===== config.mk =====
export PLATFORM = sky130hd
export DESIGN_NAME = uart_rx
export DESIGN_NICKNAME = d
export VERILOG_FILES = /design/src/rtl/uart_rx_pkg.sv /design/src/rtl/uart_sync.sv /design/src/rtl/uart_rx.sv
export SDC_FILE = /design/constraint.sdc
export NUM_CORES = 1
export LEC_CHECK = 0
export BUFFER_PORTS_ARGS = -buffer_cell sky130_fd_sc_hd__buf_2
export CAP_MARGIN = 20
export CORE_ASPECT_RATIO = 1.1
export CORE_UTILIZATION = 53
export DETAILED_ROUTE_END_ITERATION = 10
export HOLD_SLACK_MARGIN = 0.05
export PLACE_DENSITY_LB_ADDON = 0.12
export SYNTH_ARGS = -nofsm -noshare
export SYNTH_HDL_FRONTEND = slang
export SYNTH_SLANG_ARGS = --single-unit

===== constraint.sdc =====
create_clock -name clk -period 1.9 [get_ports clk]
set_clock_uncertainty 0.15 [all_clocks]
set_input_delay 0.19 -clock clk [delete_from_list [all_inputs] [get_ports clk]]
set_output_delay 0.19 -clock clk [all_outputs]
set_load 0.02 [all_outputs]

===== src/rtl/uart_rx_pkg.sv =====
// Shared definitions for the 16x-oversampled UART receiver.
//   BITLEN       : clk cycles per bit period (clk is the 16x baud tick).
//   PARITY_*     : parity mode codes; UART_TX uses the same values.
//   rx_state_e   : one-hot receiver states.
//   parity_bit() : parity bit a transmitter sends, given the XOR of the data.
package uart_rx_pkg;

    localparam int BITLEN      = 16;
    localparam int PARITY_NONE = 0;
    localparam int PARITY_ODD  = 1;
    localparam int PARITY_EVEN = 2;

    typedef enum logic [4:0] {
        ST_IDLE   = 5'b00001,
        ST_START  = 5'b00010,
        ST_DATA   = 5'b00100,
        ST_PARITY = 5'b01000,
        ST_STOP   = 5'b10000
    } rx_state_e;

    // Odd parity makes the total number of ones odd, so the bit is the
    // inverse of the data XOR; even parity sends the XOR itself.
    function automatic logic parity_bit(input logic xor_all, input int code);
        return (code == PARITY_ODD) ? ~xor_all : xor_all;
    endfunction

endpackage


===== src/rtl/uart_sync.sv =====
// Two-flop synchroniser for an asynchronous single-bit input.
//   clk : sampling clock
//   rst : asynchronous active-low reset; both flops load RESET_VAL
//   d   : asynchronous input
//   q   : synchronised output, two cycles behind d
module uart_sync #(
    parameter logic RESET_VAL = 1'b1
) (
    input  logic clk,
    input  logic rst,
    input  logic d,
    output logic q
);

    logic meta;

    always_ff @(posedge clk or negedge rst) begin
        if (!rst) begin
            meta <= RESET_VAL;
            q    <= RESET_VAL;
        end else begin
            meta <= d;
            q    <= meta;
        end
    end

endmodule


===== src/rtl/uart_rx.sv =====
// 16x-oversampled UART receiver, LSB first, optional parity, 1 or 2 stop bits.
//   clk          : 16x baud clock
//   rst          : asynchronous active-low reset
//   rx           : serial line, idles high
//   data         : last received word, held until the next data_valid
//   data_valid   : 1-cycle strobe; data and both error flags update with it
//   parity_error : parity mismatch of the last frame (0 when PARITY==0)
//   frame_error  : a stop bit of the last frame was sampled low
//   busy         : high from start-edge detection until back in IDLE
//
// Handshake: data_valid is a single-cycle strobe with no ready/back-pressure;
// the consumer must take data/flags before the next strobe (at least one frame
// later). The outputs hold their values between strobes.
module uart_rx
    import uart_rx_pkg::*;
#(
    parameter int BITS     = 8,
    parameter int STOPBITS = 1,
    parameter int PARITY   = 0
) (
    input  logic            clk,
    input  logic            rst,
    input  logic            rx,
    output logic [BITS-1:0] data,
    output logic            data_valid,
    output logic            parity_error,
    output logic            frame_error,
    output logic            busy
);

    localparam int CW = $clog2(BITLEN);
    localparam int IW = $clog2(BITS + 1);
    localparam logic [CW-1:0] CNT_HALF  = CW'(BITLEN / 2 - 1);
    localparam logic [CW-1:0] CNT_FULL  = CW'(BITLEN - 1);
    localparam logic [IW-1:0] IDX_LAST  = IW'(BITS - 1);
    localparam logic [IW-1:0] IDX_STOPS = IW'(STOPBITS);

    rx_state_e       state_q, state_d;
    logic            rx_s;
    logic [CW-1:0]   cnt;
    logic [IW-1:0]   bit_idx;
    logic [BITS-1:0] shreg;
    logic            perr, ferr;
    logic            armed;
    logic            mid;
    logic            stop_done;

    uart_sync #(.RESET_VAL(1'b1)) u_sync (
        .clk (clk),
        .rst (rst),
        .d   (rx),
        .q   (rx_s)
    );

    // Once START has re-aligned the counter to mid-bit, every later sample
    // falls exactly one bit period on, when the counter wraps.
    assign mid       = (cnt == CNT_FULL);
    // In STOP, bit_idx counts stop samples taken; reaching STOPBITS means the
    // frame is complete and this cycle publishes it.
    assign stop_done = (bit_idx == IDX_STOPS);

    always_ff @(posedge clk or negedge rst) begin
        if (!rst) state_q <= ST_IDLE;
        else      state_q <= state_d;
    end

    always_comb begin
        state_d = state_q;
        case (state_q)
            ST_IDLE:   if (armed && !rx_s) state_d = ST_START;
            ST_START:  if (cnt == CNT_HALF) state_d = rx_s ? ST_IDLE : ST_DATA;
            ST_DATA:   if (mid && bit_idx == IDX_LAST)
                           state_d = (PARITY != PARITY_NONE) ? ST_PARITY : ST_STOP;
            ST_PARITY: if (mid) state_d = ST_STOP;
            ST_STOP:   if (stop_done) state_d = ST_IDLE;
            default:   state_d = ST_IDLE;
        endcase
    end

    always_ff @(posedge clk or negedge rst) begin
        if (!rst) begin
            cnt          <= '0;
            bit_idx      <= '0;
            shreg        <= '0;
            perr         <= 1'b0;
            ferr         <= 1'b0;
            armed        <= 1'b0;
            data         <= '0;
            data_valid   <= 1'b0;
            parity_error <= 1'b0;
            frame_error  <= 1'b0;
            busy         <= 1'b0;
        end else begin
            data_valid <= 1'b0;
            busy       <= (state_d != ST_IDLE);
            // Disarmed on every return to IDLE so a line held low after a
            // frame (break) cannot be mistaken for a new start bit.
            armed      <= (state_q == ST_IDLE) ? (armed | rx_s) : 1'b0;
            case (state_q)
                ST_IDLE: begin
                    cnt     <= '0;
                    bit_idx <= '0;
                    perr    <= 1'b0;
                    ferr    <= 1'b0;
                end
                ST_START: begin
                    cnt <= (cnt == CNT_HALF) ? '0 : cnt + 1'b1;
                end
                ST_DATA: begin
                    cnt <= cnt + 1'b1;
                    if (mid) begin
                        shreg   <= {rx_s, shreg[BITS-1:1]};
                        bit_idx <= (bit_idx == IDX_LAST) ? '0 : bit_idx + 1'b1;
                    end
                end
                ST_PARITY: begin
                    cnt <= cnt + 1'b1;
                    if (mid) perr <= (rx_s != parity_bit(^shreg, PARITY));
                end
                ST_STOP: begin
                    cnt <= cnt + 1'b1;
                    if (mid && !stop_done) begin
                        ferr    <= ferr | ~rx_s;
                        bit_idx <= bit_idx + 1'b1;
                    end
                    if (stop_done) begin
                        data         <= shreg;
                        parity_error <= perr;
                        frame_error  <= ferr;
                        data_valid   <= 1'b1;
                    end
                end
                default: ;
            endcase
        end
    end

endmodule


==> results.json <==
{
  "outcome": "finished with violations",
  "violations": "design-rule violations",
  "cts_tree": "yes",
  "met1_usage": 0.303,
  "arrival_ns": 1.96,
  "wl_per_cell_um": 14.1,
  "ys_warn_count": 0,
  "clk_pin_slew_ns": 0.12,
  "dp_hpwl_um": 2830,
  "clock_path_buffers": 2,
  "cp_max_fo": 7,
  "critPathMaxStageDelay_ns": 0.54,
  "core-area_um2": 3330,
  "cts_made_buffers": 5,
  "ys_seq_area_frac": 0.521,
  "start_util": 0.550,
  "diodes": 0,
  "critPathLaunch": "state_q[0]$_DFF_PN1_",
  "cp-start-kind": "register",
  "endpoint": "bit_idx[3]$_DFFE_PN0P_",
  "synth-async-reset-ratio": 1.00,
  "ctsRootBufferMaster": "clkbuf_4",
  "crit_path_end_kind": "register",
  "synthCells": 199,
  "rsz0062_at_grt": "yes",
  "cp_top_family": "simple AND/OR/NAND/NOR gates",
  "r2r_start": "state_q[0]$_DFF_PN1_",
  "final_antenna_net_count": 0,
  "vias_per_cell": 5.36,
  "timing.fmax_mhz": 537,
  "crit_path_top_delay_cell": "or4b_4",
  "synth_edf_count": 0,
  "syn_area_um2": 1830,
  "reg2reg_slack_ns": 0.04,
  "ys.flop_type": "dfrtp_1",
  "whs_ns": 0.155,
  "syn_to_final_growth_pct": 23.1,
  "die_h_um": 63.7,
  "ioPinCount": 15,
  "drive_gt1_frac": 0.254,
  "grt_usage": 0.243,
  "grt_overflow_total": 0,
  "drc": 1,
  "hold_viol": 0,
  "clk_latency_ns": 0.35,
  "leakagePower_nw": 1.15,
  "r2r-end": "bit_idx[3]$_DFFE_PN0P_",
  "maxSlewViolCount": 0,
  "grt_pass1_vias": 1409,
  "multi_input_area_um2": 868,
  "worst_pin_slew_ns": 0.452,
  "seq_area_um2": 956,
  "relSlewSlack": 0.698,
  "num_vias": 1502,
  "maxCapViolCount": 0,
  "grt_max_degree": 21,
  "power.density_nw_per_um2": 921,
  "vdd_drop_max_v": 0.000664,
  "synthSimpleGateAreaFrac": 0.274,
  "routed_wl_um": 3940,
  "rows": 22,
  "synth_xor_area_frac": 0.0410,
  "syn-mean-instance-area_um2": 9.21,
  "cp_num_buf_inv": 0,
  "globalRouteMet2Util": 0.405,
  "synth.distinct_cells": 40,
  "drtIter0Drc": 91,
  "grt_pass1_wl_um": 6740,
  "ys_seq_elements": 38,
  "final_nets": 237,
  "min_path_type": "in2async",
  "worst_r2r_path_depth": 4,
  "p_total_mw": 2.08,
  "synth_top_family_by_area": "simple AND/OR/NAND/NOR gates",
  "finalSetupViolCount": 0,
  "dp_cells": 270,
  "synth-compound-area-share": 0.0990,
  "final_cells": 280,
  "fin_crit_sh": 0.981,
  "use_met3": 0.0554,
  "critical_path_class": "reg2reg",
  "syn_nets": 205,
  "antenna_found_initial": 0,
  "io_buffers": 14,
  "top_usage_layer": "met2",
  "min_period_ns": 1.86,
  "clock-sinks": 38,
  "cp_num_cells": 4,
  "synth_mux_area_frac": 0.0109,
  "crit_chain": "or4b_4, or3_4, a211oi_2, nor3b_2",
  "crit_required_ns": 2.00,
  "dieArea_um2": 3700,
  "synth_fa_ha_area_frac": 0.0205,
  "fillerInstances": 259,
  "cts_max_level": 2,
  "die_x_um": 58.1,
  "dr.pass1.iters": 7,
  "gp_congestion": 0.893
}
logic make-up after synthesis:
group                    Yosys count
adder cells (fa/ha/maj)            3
AO/OA/AOI/OAI                     27
multiplexers                       2
buffers and inverters             15
flip-flops                        38
AND/OR/NAND/NOR                  107
XOR/XNOR                           7
placed cells by master, fill, tap and decap left out, types with 5 or more instances in the layout:
master    netlist  layout
o21ai_0         5       5
clkbuf_4        0       5
buf_4           1      13
xnor2_1         5       5
nand4_1         5       5
nor3_1          8       5
a31oi_1         5       5
inv_1           8       8
dfrtp_1        35      34
nand2_1        58      55
nor2_1          8       8
nand3_1         9       9
buf_2           2      14
worst min path at each step:
stage | end | from | cells past startpoint | slack (ns)
floorplan | armed$_DFF_PN0_ | rst | 0 | -0.26
global placement | data[2]$_DFFE_PN0P_ | rst | 1 | 0.01
detailed placement | data[2]$_DFFE_PN0P_ | rst | 1 | 0.01
CTS | state_q[4]$_DFF_PN0_ | rst | 2 | 0.16
global route | state_q[4]$_DFF_PN0_ | rst | 2 | 0.19
finish | bit_idx[1]$_DFFE_PN0P_ | rst | 2 | 0.16
metal layers:
layer / vias up / share of wire
met3: 10 / 0.026
met5: - / 0
li1: 748 / -
met2: 30 / 0.51
met1: 714 / 0.44
met4: 0 / 0.022
layout make-up:
type                            count  share of cell area
Tap cell                           48              0.0266
Clock buffer                        6              0.0227
Timing Repair Buffer               32               0.102
Multi-Input combinational cell    146               0.385
Sequential cell                    38               0.424
Inverter                            8              0.0133
Clock inverter                      2              0.0266
timing repair:
action,CTS,global route
pin swaps,0,2
buffers inserted,0,0
endpoints found under the hold margin,36,0
hold buffers,2,0
resized for setup,1,15
endpoints found under the setup margin,9,23
gates cloned,0,0
cell usage after synthesis (all sizes together), types with 3 or more instances:
cell type / n / area (um2)
dfstp: 3 / 78.8
o21ai: 7 / 35.0
a21oi: 3 / 15.0
nor2: 8 / 30.0
and2: 3 / 18.8
nand3: 9 / 45.0
nand4: 5 / 31.3
dfrtp: 35 / 876
nand2: 58 / 218
xnor2: 5 / 43.8
inv: 8 / 30.0
ha: 3 / 37.5
and3: 3 / 18.8
clkbuf: 4 / 15.0
a31oi: 5 / 31.3
nor3: 8 / 40.0
buf: 3 / 17.5
nor2b: 3 / 18.8
sequential cells by signal, summed over array words and instances (netlist names), 4 cells and up:
register	flops
data	8
shreg	8
state_q	5
bit_idx	4
cnt	4
report_power, final:
| part | switching (mW) | total, mW | internal (mW) |
|---|---|---|---|
| Sequential | 0.0339 | 0.907 | 0.874 |
| Combinational | 0.270 | 0.454 | 0.184 |
| Clock | 0.271 | 0.717 | 0.446 |
metrics by stage:
stage | area [um2] | worst slack (ns) | setup TNS, ns | utilization
after floorplan | 1850 | -0.125 | -0.886 | -
after global placement | 2070 | 0.0121 | 0 | 0.621
after detailed placement | 2070 | -0.0451 | -0.269 | 0.621
after CTS | 2200 | 0.00490 | 0 | 0.662
after global routing | 2260 | -0.0403 | -0.0687 | 0.677
final | 2260 | 0.0370 | 0 | 0.677
(Power assumes the default switching activity.)
